==> config.mk <==
export PLATFORM = sky130hd
export DESIGN_NAME = key_press_pulser
export DESIGN_NICKNAME = d
export VERILOG_FILES = /design/src/rtl/tug_pkg.sv /design/src/rtl/sync_chain.sv /design/src/rtl/key_press_pulser.sv
export SDC_FILE = /design/constraint.sdc
export NUM_CORES = 1
export LEC_CHECK = 0
export ABC_AREA = 1
export CORE_AREA = 4 4 41 43
export DETAILED_ROUTE_END_ITERATION = 7
export DIE_AREA = 0 0 45 47
export PLACE_DENSITY = 0.52
export SETUP_SLACK_MARGIN = 0.1
export SLEW_MARGIN = 20
export SYNTH_ARGS = -nofsm -noshare
export SYNTH_HDL_FRONTEND = slang
export SYNTH_SLANG_ARGS = --single-unit
==> constraint.sdc <==
create_clock -name clk -period 2.4 [get_ports clk]
set_input_delay 0.48 -clock clk [delete_from_list [all_inputs] [get_ports clk]]
set_output_delay 0.48 -clock clk [all_outputs]
set_load 0.01 [all_outputs]
==> src/rtl/tug_pkg.sv <==
// Shared types and default constants for the player key conditioning path.
package tug_pkg;

    typedef enum logic [1:0] {
        IDLE         = 2'd0,
        PRESS_WAIT   = 2'd1,
        HELD         = 2'd2,
        RELEASE_WAIT = 2'd3
    } key_state_t;

    localparam int unsigned SYNC_STAGES_DEF     = 2;
    localparam int unsigned DEBOUNCE_CYCLES_DEF = 4;
    localparam int unsigned REPEAT_CYCLES_DEF   = 8;

    // Counter width able to hold the larger of the debounce and repeat limits.
    function automatic int unsigned cnt_width(input int unsigned deb, input int unsigned rep);
        int unsigned m;
        m = (deb > rep) ? deb : rep;
        return $clog2(m + 1);
    endfunction

endpackage

==> src/rtl/sync_chain.sv <==
// Multi-flop bit synchronizer; every stage clears asynchronously to 0.
module sync_chain #(
    parameter int unsigned STAGES = 2
) (
    input  logic clk,
    input  logic reset,
    input  logic d_i,
    output logic q_o
);

    logic [STAGES-1:0] sync_q;

    always_ff @(posedge clk or posedge reset) begin
        if (reset) begin
            sync_q <= '0;
        end else begin
            sync_q <= {sync_q[STAGES-2:0], d_i};
        end
    end

    assign q_o = sync_q[STAGES-1];

endmodule

==> src/rtl/key_press_pulser.sv <==
// Turns one raw player key into a synchronized, debounced, single-cycle press strobe.
// Define HOLD_REPEAT_EN to emit auto-repeat strobes every REPEAT_CYCLES while the key is held.
module key_press_pulser
    import tug_pkg::*;
#(
    parameter int unsigned SYNC_STAGES     = SYNC_STAGES_DEF,
    parameter int unsigned DEBOUNCE_CYCLES = DEBOUNCE_CYCLES_DEF,
    parameter int unsigned REPEAT_CYCLES   = REPEAT_CYCLES_DEF
) (
    input  logic clk,
    input  logic reset,
    input  logic key_raw,
    output logic press,
    output logic held
);

    localparam int unsigned     CNT_W    = cnt_width(DEBOUNCE_CYCLES, REPEAT_CYCLES);
    localparam logic [CNT_W-1:0] CNT_ONE  = CNT_W'(1);
    localparam logic [CNT_W-1:0] DEB_LAST = CNT_W'(DEBOUNCE_CYCLES - 1);

    logic             sync_out;
    key_state_t       state_q;
    logic [CNT_W-1:0] cnt_q;

`ifdef HOLD_REPEAT_EN
    localparam logic [CNT_W-1:0] REP_LAST = CNT_W'(REPEAT_CYCLES - 1);
    logic [CNT_W-1:0] rep_cnt_q;
`endif

    sync_chain #(
        .STAGES (SYNC_STAGES)
    ) u_sync (
        .clk   (clk),
        .reset (reset),
        .d_i   (key_raw),
        .q_o   (sync_out)
    );

    // cnt_q counts consecutive samples at the candidate level; the last one commits the change.
    always_ff @(posedge clk or posedge reset) begin
        if (reset) begin
            state_q   <= IDLE;
            cnt_q     <= '0;
            press     <= 1'b0;
            held      <= 1'b0;
`ifdef HOLD_REPEAT_EN
            rep_cnt_q <= '0;
`endif
        end else begin
            press <= 1'b0;
            case (state_q)
                IDLE: begin
                    if (sync_out) begin
                        state_q <= PRESS_WAIT;
                        cnt_q   <= CNT_ONE;
                    end
                end
                PRESS_WAIT: begin
                    if (!sync_out) begin
                        state_q <= IDLE;
                        cnt_q   <= '0;
                    end else if (cnt_q >= DEB_LAST) begin
                        state_q   <= HELD;
                        cnt_q     <= '0;
                        press     <= 1'b1;
                        held      <= 1'b1;
`ifdef HOLD_REPEAT_EN
                        rep_cnt_q <= '0;
`endif
                    end else begin
                        cnt_q <= (&cnt_q) ? cnt_q : cnt_q + CNT_ONE;
                    end
                end
                HELD: begin
                    if (!sync_out) begin
                        state_q <= RELEASE_WAIT;
                        cnt_q   <= CNT_ONE;
`ifdef HOLD_REPEAT_EN
                    end else if (rep_cnt_q >= REP_LAST) begin
                        press     <= 1'b1;
                        rep_cnt_q <= '0;
                    end else begin
                        rep_cnt_q <= rep_cnt_q + CNT_ONE;
`endif
                    end
                end
                RELEASE_WAIT: begin
                    // A bounce back to pressed resumes the hold without a new strobe.
                    if (sync_out) begin
                        state_q   <= HELD;
                        cnt_q     <= '0;
`ifdef HOLD_REPEAT_EN
                        rep_cnt_q <= '0;
`endif
                    end else if (cnt_q >= DEB_LAST) begin
                        state_q <= IDLE;
                        cnt_q   <= '0;
                        held    <= 1'b0;
                    end else begin
                        cnt_q <= (&cnt_q) ? cnt_q : cnt_q + CNT_ONE;
                    end
                end
                default: begin
                    state_q <= IDLE;
                    cnt_q   <= '0;
                end
            endcase
        end
    end

endmodule

==> summary.md, run 1 <==
| Metric | Value |
|---|---|
| Outcome | `complete, no violations` |
| Fmax | `617 MHz` |
| Max Cap Viol | `0` |
| CTS H-Tree Depth | `1` |
| Detail Route Antenna Nets | `0` |
| Crit path time final | `1.62 ns` |
| Sequential cell area fraction in the yosys report | `57.5%` |
| CTS Buffer Depth | `2` |
| # DRC | `0` |
| Post-CTS Hold Buffers | `0` |
| Sum of negative setup slack | `0 ns` |
| Global-route wire length before repair | `1.23 mm` |
| Largest net degree at the start of global routing | `11` |
| Clock transition at path regs | `0.06 ns` |
| Area contributors post-synth | `dfrtp_1 (57%), nand2_1 (11%), inv_1 (7.8%)` |
| Clk_lat worst skew | `0.27 ns` |
| Clock share of power | `27.9%` |
| YS warnings | `0` |
| Routed wire length | `711 um` |
| Commonest non-fill, non-tap cell in the layout | `nand2_1` |
| CP Cell Sequence | `clkdlybuf4s50_1` |
| Pre-antenna DRT Iters | `4` |
| Vias in the first global route | `295` |
| Placement row count | `13` |
| Clock sinks | `10` |
| Int Power | `368 uW` |
| RSZ-0062 raised after global routing | `no` |
| Chip Height | `47 um` |
| Core Area | `1300 sq um` |
| Fraction of layout cells with a size suffix above 1 | `16.9%` |
| Avg Cell Area, Syn | `8.54 sq um` |
| CTS tree | `done` |
| Final setup fails | `0` |
| CP max FO | `2` |
| Slowest cell delay on critical path | `0.53 ns` |
| CTS buffer count | `3` |
| Port buffer count | `4` |
| DP HPWL | `540 um` |
| Post-layout net count | `64` |
| NetSw | `182 uW` |
| Synth Register Bits | `10` |
| GRT Total Usage | `8.95%` |
| Worst Max-Slew Pin Slew | `0.369 ns` |
| Worst EP required | `1.92 ns` |
| Final hold vios | `0` |
| Lkg Pwr | `0.000280 uW` |
| Final Cycle Share | `67.5%` |
| Fill cells | `138` |
| Layout Area Growth over Synthesis | `21.8%` |
| # diodes | `0` |
| CP Data Arrival Time | `1.14 ns` |
| Top-area cell type share of the netlist area | `57.5%` |
| Clock skew | `0.00563 ns` |
| Register share of total power | `43.7%` |
| Sw Ratio | `33.1%` |
| Die X | `45 um` |
| Initial Util | `33.5%` |
| Vias | `312` |
| Slew Viols, Final | `0` |
| GRT overflow | `0` |
| Element type at the critical path start | `register` |
| Critical path's slowest cell | `clkdlybuf4s50_1` |
| Final non-filler cell total | `74` |
| Synth unique cells | `12` |
| Syn nets | `55` |
| PD cells | `1040 nW/um^2` |
| Drt first-iter violations | `6` |
| Largest area contributor in the netlist | `dfrtp_1` |
| Most frequent cells in the layout | `nand2_1 (13), dfrtp_1 (10), inv_1 (9), nor2_1 (5)` |
| CP top delay family | `buffers and inverters` |
| Hold Crit Class | `register to register` |
| Setup Crit Path Kind | `register to output port` |
| Synth Instances | `51` |
| Setup crit end kind | `output port` |
| Antenna violations before repair | `0` |
| Combinational share of power | `28.3%` |
| Placer congestion estimate | `0.781` |
| Overall Power | `550 uW` |
| Post-CTS sizing | `0` |
| Buf/Inv on CP | `1` |
| Relative slew slack | `75.3%` |
| Setup repair bufs after CTS | `0` |
| Avg WL per Cell | `9.61 um` |
| Worst VDD drop | `0.473 mV` |
| DP Cell Count | `70` |
| DR vias/cell | `4.22` |
| Clk root buf | `clkbuf_4` |
| I/O Pins | `5` |
| Die area | `2120 sq um` |
| Area of the mapped netlist | `435 sq um` |
==> layout make-up <==
cell class / instances / area (sq um) / share of cell area (%)
Tap cell: 15 / 18.8 / 3.54
Sequential cell: 10 / 250 / 47.2
Inverter: 10 / 37.5 / 7.08
Clock buffer: 4 / 36.3 / 6.84
Timing Repair Buffer: 4 / 40.0 / 7.55
Multi-Input combinational cell: 31 / 148 / 27.8
==> Yosys cell counts <==
master and number:
nor2_2 1, inv_2 1, dfrtp_1 10, o21ai_0 1, a21oi_1 1, inv_1 9
nand2_1 13, nand3_1 4, ha_1 1, nand4_1 1, nand2_2 4, nor2_1 5
==> through the flow <==
| stage | instance area (sq um) | setup WS, ns | hold slack, ns | utilization (%) |
|---|---|---|---|---|
| 6_report | 531 | 0.781 | 0.348 | 40.8 |
| 5_1_grt | 531 | 0.738 | 0.372 | 40.8 |
| 4_1_cts | 531 | 0.764 | 0.351 | 40.8 |
| 3_5_place_dp | 494 | 1.06 | 0.336 | 38.0 |
| 3_3_place_gp | 494 | 1.07 | 0.336 | 38.0 |
| 2_1_floorplan | 435 | 1.32 | 0.320 | - |
==> logic make-up (layout without fill, tap and decap cells) <==
| kind of cell | after synthesis | in the layout | share of synthesized area (%) |
|---|---|---|---|
| and+or+nand+nor | 28 | 28 | 28.7 |
| DFF | 10 | 10 | 57.5 |
| buffers and inverters | 10 | 18 | 8.62 |
| AOI/OAI and AO/OA | 2 | 2 | 2.30 |
| adders and majority gates | 1 | 1 | 2.87 |
==> final timing paths <==
path	startpoint	end	slack [ns]	cells past startpoint
setup / recovery	held	held	0.78	1
hold / removal	u_sync.sync_q[0]	u_sync.sync_q[1]	0.35	0
setup reg to reg	cnt_q[0]	cnt_q[0]	1.22	6
hold reg to reg	u_sync.sync_q[0]	u_sync.sync_q[1]	0.35	0
max in group asynchronous	reset	cnt_q[2]	1.66	2
min in group asynchronous	reset	press	0.47	2
==> sequential cells by signal (all words and copies together), names as in the netlist, named ones only <==
register,flops
state_q,1
cnt_q,4
u_sync.sync_q,2
held,1
press,1
==> metal layers <==
layer | vias to the layer above | routed length (um) | track usage (%)
li1 | 167 | - | -
met1 | 137 | 339 | 9.88
met2 | 5 | 313 | 12.1
met3 | 3 | 47 | 6.90
met4 | 0 | 11 | 5.26
met5 | - | 0 | 0
==> power groups by stage <==
stage / registers (uW) / logic [uW] / clock network, uW
after floorplan: 242 / 112 / 0
after global placement: 243 / 156 / 0
after detailed placement: 243 / 158 / 0
after CTS: 241 / 161 / 160
after global routing: 247 / 184 / 170
final: 240 / 156 / 153
Power figures use the tool's default switching activity.
==> run 2, diff against run 1 <==
- PLACE_DENSITY: 0.52 -> 0.54
- clock period: 2.4 -> 1.4 ns (I/O delays scaled with it)
==> summary.md, run 2 (synthesis results as in run 1) <==
| Metric | Value |
|---|---|
| Outcome | `complete, no violations` |
| GRT overflow | `0` |
| Most flop-heavy register | `cnt_q` |
| Worst VDD drop | `0.589 mV` |
| Overall Power | `941 uW` |
| CP Data Arrival Time | `0.91 ns` |
| DP Cell Count | `70` |
| Chip Height | `47 um` |
| RSZ-0062 raised after global routing | `no` |
| Pre-antenna DRT Iters | `2` |
| Clock skew | `0.000674 ns` |
| Initial Util | `33.5%` |
| Final hold vios | `0` |
| Largest register FFs | `4` |
| Die X | `45 um` |
| Clk_lat worst skew | `0.26 ns` |
| Biggest regs | `cnt_q x4, u_sync.sync_q x2` |
| Clock sinks | `10` |
| Final core occ | `41.2%` |
| Max Cap Viol | `0` |
| Placement row count | `13` |
| Fmax | `839 MHz` |
| CTS H-Tree Depth | `1` |
| Critical path's slowest cell | `dfrtp_1` |
| DP HPWL | `540 um` |
| Largest net degree at the start of global routing | `11` |
| Setup crit end kind | `output port` |
| Buf/Inv on CP | `1` |
| Most frequent cells in the layout | `nand2_1 (13), dfrtp_1 (10), inv_1 (9), nor2_1 (5)` |
| Placer congestion estimate | `0.738` |
| Relative slew slack | `75.0%` |
| CP max FO | `2` |
| Vias in the first global route | `295` |
| Antenna violations before repair | `0` |
| CTS buffer count | `3` |
| CTS tree | `done` |
| Detail Route Antenna Nets | `0` |
| CP Cell Sequence | `dlygate4sd2_1` |
| PD cells | `1760 nW/um^2` |
| Worst EP required | `1.12 ns` |
| Final Cycle Share | `85.1%` |
| Port buffer count | `4` |
| Element type at the critical path start | `register` |
| Fill cells | `141` |
| # diodes | `0` |
| Final non-filler cell total | `75` |
| Vias | `331` |
| Slowest cell delay on critical path | `0.37 ns` |
| Hold Crit Class | `primary input to asynchronous set/reset pin` |
| Slew Viols, Final | `0` |
| Clock transition at path regs | `0.07 ns` |
| Sum of negative setup slack | `0 ns` |
| Crit path time final | `1.19 ns` |
| GRT Total Usage | `9.05%` |
| Die area | `2120 sq um` |
| Setup Crit Path Kind | `register to output port` |
| Fraction of layout cells with a size suffix above 1 | `18.3%` |
| Commonest non-fill, non-tap cell in the layout | `nand2_1` |
| Core Area | `1300 sq um` |
| Post-layout net count | `65` |
| Routed wire length | `668 um` |
| DR vias/cell | `4.41` |
| Worst Max-Slew Pin Slew | `0.374 ns` |
| Global-route wire length before repair | `1.29 mm` |
| Clk root buf | `clkbuf_4` |
| CP top delay family | `flip-flops` |
| I/O Pins | `5` |
| Avg WL per Cell | `8.91 um` |
| Layout Area Growth over Synthesis | `23.0%` |
| Final setup fails | `0` |
| Drt first-iter violations | `3` |
| CTS Buffer Depth | `2` |
| Lkg Pwr | `0.000293 uW` |
| # DRC | `0` |
-- run 2: changes by cell type in the layout (fill, tap and decap cells not counted), sizes merged --
cell	delta
buf	+1
clkdlybuf4s50	-2
dlygate4sd2	+2
-- run 2: through the flow --
step                      cell area (sq um)  worst slack (ns)  hold slack [ns]
after floorplan                         435             0.323            0.120
after global placement                  494             0.242            0.332
after detailed placement                494             0.230            0.336
after CTS                               528             0.198            0.300
after global routing                    536             0.110            0.339
final                                   536             0.209            0.284
-- run 2: what timing repair did --
item / 4_1_cts / 5_1_grt
buffers inserted: 0 / 1
hold buffers: 0 / 0
resized for setup: 2 / 0
setup endpoints to repair: 2 / 1
-- run 2: layout make-up --
| class | instances | area (sq um) | share of cell area (%) |
|---|---|---|---|
| Clock buffer | 4 | 36.3 | 6.78 |
| Inverter | 10 | 37.5 | 7.01 |
| Multi-Input combinational cell | 31 | 148 | 27.6 |
| Sequential cell | 10 | 250 | 46.7 |
| Tap cell | 15 | 18.8 | 3.50 |
| Timing Repair Buffer | 5 | 45.0 | 8.41 |
-- run 2: where the power goes --
group,switching [uW],internal [uW]
logic,154,121
registers,51.6,357
clock network,99.1,158
total,305,636
-- run 2: worst paths after layout --
kind / endpoint / slack (ns) / startpoint / depth (start not counted)
worst max-delay path: held / 0.21 / held / 1
worst max register to register: held / 0.25 / cnt_q[1] / 7
max in group asynchronous: cnt_q[3] / 0.85 / reset / 2
worst min-delay path: held / 0.28 / reset / 2
worst min register to register: u_sync.sync_q[1] / 0.35 / u_sync.sync_q[0] / 0
min in group clk: u_sync.sync_q[1] / 0.35 / u_sync.sync_q[0] / 0
-- run 2: per-layer routing --
metal	vias up	routed length [um]	GRT usage [%]	part of all wire [%]
met5	-	0	0	0
met4	0	19	7.02	2.8
met3	5	34	3.45	5.1
met2	5	303	13.8	45
met1	148	310	10.2	46
li1	173	-	-	-
==> variant, RTL diff (config.mk and constraints of run 2) <==
The 4 states of `key_state_t` get a one-hot encoding in 4 bits.
--- a/src/rtl/tug_pkg.sv
+++ b/src/rtl/tug_pkg.sv
@@ -1,11 +1,11 @@
 // Shared types and default constants for the player key conditioning path.
 package tug_pkg;
 
-    typedef enum logic [1:0] {
-        IDLE         = 2'd0,
-        PRESS_WAIT   = 2'd1,
-        HELD         = 2'd2,
-        RELEASE_WAIT = 2'd3
+    typedef enum logic [3:0] {
+        IDLE         = 4'b0001,
+        PRESS_WAIT   = 4'b0010,
+        HELD         = 4'b0100,
+        RELEASE_WAIT = 4'b1000
     } key_state_t;
 
     localparam int unsigned SYNC_STAGES_DEF     = 2;
Function: same outputs for any inputs over 10 cycles, from zero or initial values and one cycle with reset high; not proved beyond that.
==> variant against run 2 <==
Fmax shrank 2.4%; design area rose by 34%; clock skew about the same; clock power shrank 15%; core utilization is 14 points higher; wire length grew 59%; sequential cell count up 2; worst setup slack worse by 0.029 ns; total power increased by 20%; synthesized area grew 43%; largest power group unchanged.
==> variant: results (changes against run 2) <==
* ANT cells at 0 (unchanged)
* CTS Buffer Depth at 2 (unchanged)
* Vias per inst at 4.72 (+6.9%)
* WL met1 at 500 um (+61%)
* Post-synthesis xor/xnor area fraction at 0% (unchanged)
* Peak VDD IR at 0.740 mV (+26%)
* Synthesized net count at 83 (+51%)
* Fillers at 123 (-13%)
* CP arrival at 1.38 ns (+0.47 ns)
* Met3 WL at 52 um (+53%)
* Post-synthesis compound-gate area fraction at 5.65% (+3.3 points)
* CTS Buf Count at 3 (unchanged)
* Synth Area in Adders at 2.02% (-0.86 points)
* Clk_skew at 0.000623 ns (-0.0000516 ns)
* HP Class: in -> async
* H-Tree Depth at 1 (unchanged)
* Dpl cells at 98 (+40%)
* Pleak at 0.370 nW (+27%)
* Average wire per standard cell at 10.3 um (+15%)
* Largest net degree at the start of global routing at 13 (+2)
* Ranking of synthesized cells by area: dfrtp_1 (44%), nand2_1 (11%), nor2_1 (7.3%)
* First-pass GRT wire length at 1960 um (+52%)
* Vias in the first global route at 475 (+61%)
* Reg clk slew, reported paths at 0.07 ns (about the same)
* Placed Area at 679 um2 (+37%)
* Cell variety after synth at 15 (+3)
* Max Used Layer: met4
* Drt pass-1 iters at 4 (+2)
* Slew HR at 69.4% (-5.7 points)
* PortBufs at 4 (unchanged)
* Initial antenna violation count at 0 (unchanged)
* Later-pin clock latency in the skew report at 0.27 ns
* Non-Filler Instances at 103 (+37%)
* Sequential share of the synthesized area at 48.6% (-8.9 points)
* Worst Path Max Fanout at 4 (+2)
* Met2 wire length at 475 um (+57%)
* DR iter-0 viols at 10 (+7)
* Post-synth top area share at 44.4% (-13 points)
* Top Registers: cnt_q (4), state_q (4), u_sync.sync_q (2)
* Dpl ws at 0.131 ns (-0.0995 ns)
* Max incr delay on CP at 0.41 ns (+0.04 ns)
* Top post-synthesis cells by count: nand2_1 (19), nor2_1 (12), dfrtp_1 (11), inv_1 (11), nand3_1 (8)
* Clk Tree Root Cell: clkbuf_4
* Post-DP HPWL at 844 um (+56%)
* Cell family contributing the most delay on the critical path: flip-flops
* Run status: finished, final reports clean
* Nets at 93 (+43%)
* Placer Congestion at 0.819 (+11%)
* Total GRT Usage at 13.1% (+4.0 points)
* Gate Count Post-Synth at 79 (+55%)
* CP max stage cell: dfrtp_1
* Share of layout cells above drive strength 1 at 21.6% (+3.3 points)
## variant: changes by cell type after synthesis, sizes merged
cell and change:
o21bai +2, inv +2, nand4 -1, nor2 +8, nand2 +8, a21oi -1, dfrtp +1, dfstp +1
nand3 +5, o21ai +3
## variant: cells by family (layout without fill, tap and decap cells)
logic type / after synthesis / after routing
flops: 12 / 12
buf+inv: 12 / 21
fa+ha+maj: 1 / 1
compound gates: 6 / 6
simple gates: 48 / 48
## variant: what timing repair did
action                     CTS  global route
gates resized for setup      2             4
hold endpoints to repair     0             0
buffers inserted             0             1
pin swaps                    0             2
setup endpoints to repair    2             6
## variant: area by class of cell
type | instances | area (um2) | share of cell area, %
Clock buffer | 4 | 26.3 | 3.66
Inverter | 12 | 45.0 | 6.27
Multi-Input combinational cell | 55 | 282 | 39.2
Sequential cell | 12 | 302 | 42.0
Tap cell | 15 | 18.8 | 2.61
Timing Repair Buffer | 5 | 45.0 | 6.27
## variant: per-layer routing
metal	GRT usage, %	up-vias
li1	-	262
met4	7.02	0
met1	17.7	210
met5	0	-
met2	19.8	9
met3	2.30	5
## variant: path summary, 6_finish.rpt
kind / from / depth (start not counted) / to / slack (ns)
max: cnt_q[0] / 7 / state_q[2] / 0.18
min: reset / 2 / held / 0.32
max reg2reg: cnt_q[0] / 7 / state_q[2] / 0.18
min reg2reg: u_sync.sync_q[0] / 0 / u_sync.sync_q[1] / 0.36
max in group asynchronous: reset / 2 / state_q[0] / 0.74
min in group clk: u_sync.sync_q[0] / 0 / u_sync.sync_q[1] / 0.36
## variant: where the power goes
part | total, mW | internal [mW] | switching (mW)
registers | 0.489 | 0.428 | 0.0610
logic | 0.425 | 0.160 | 0.265
clock network | 0.219 | 0.110 | 0.109
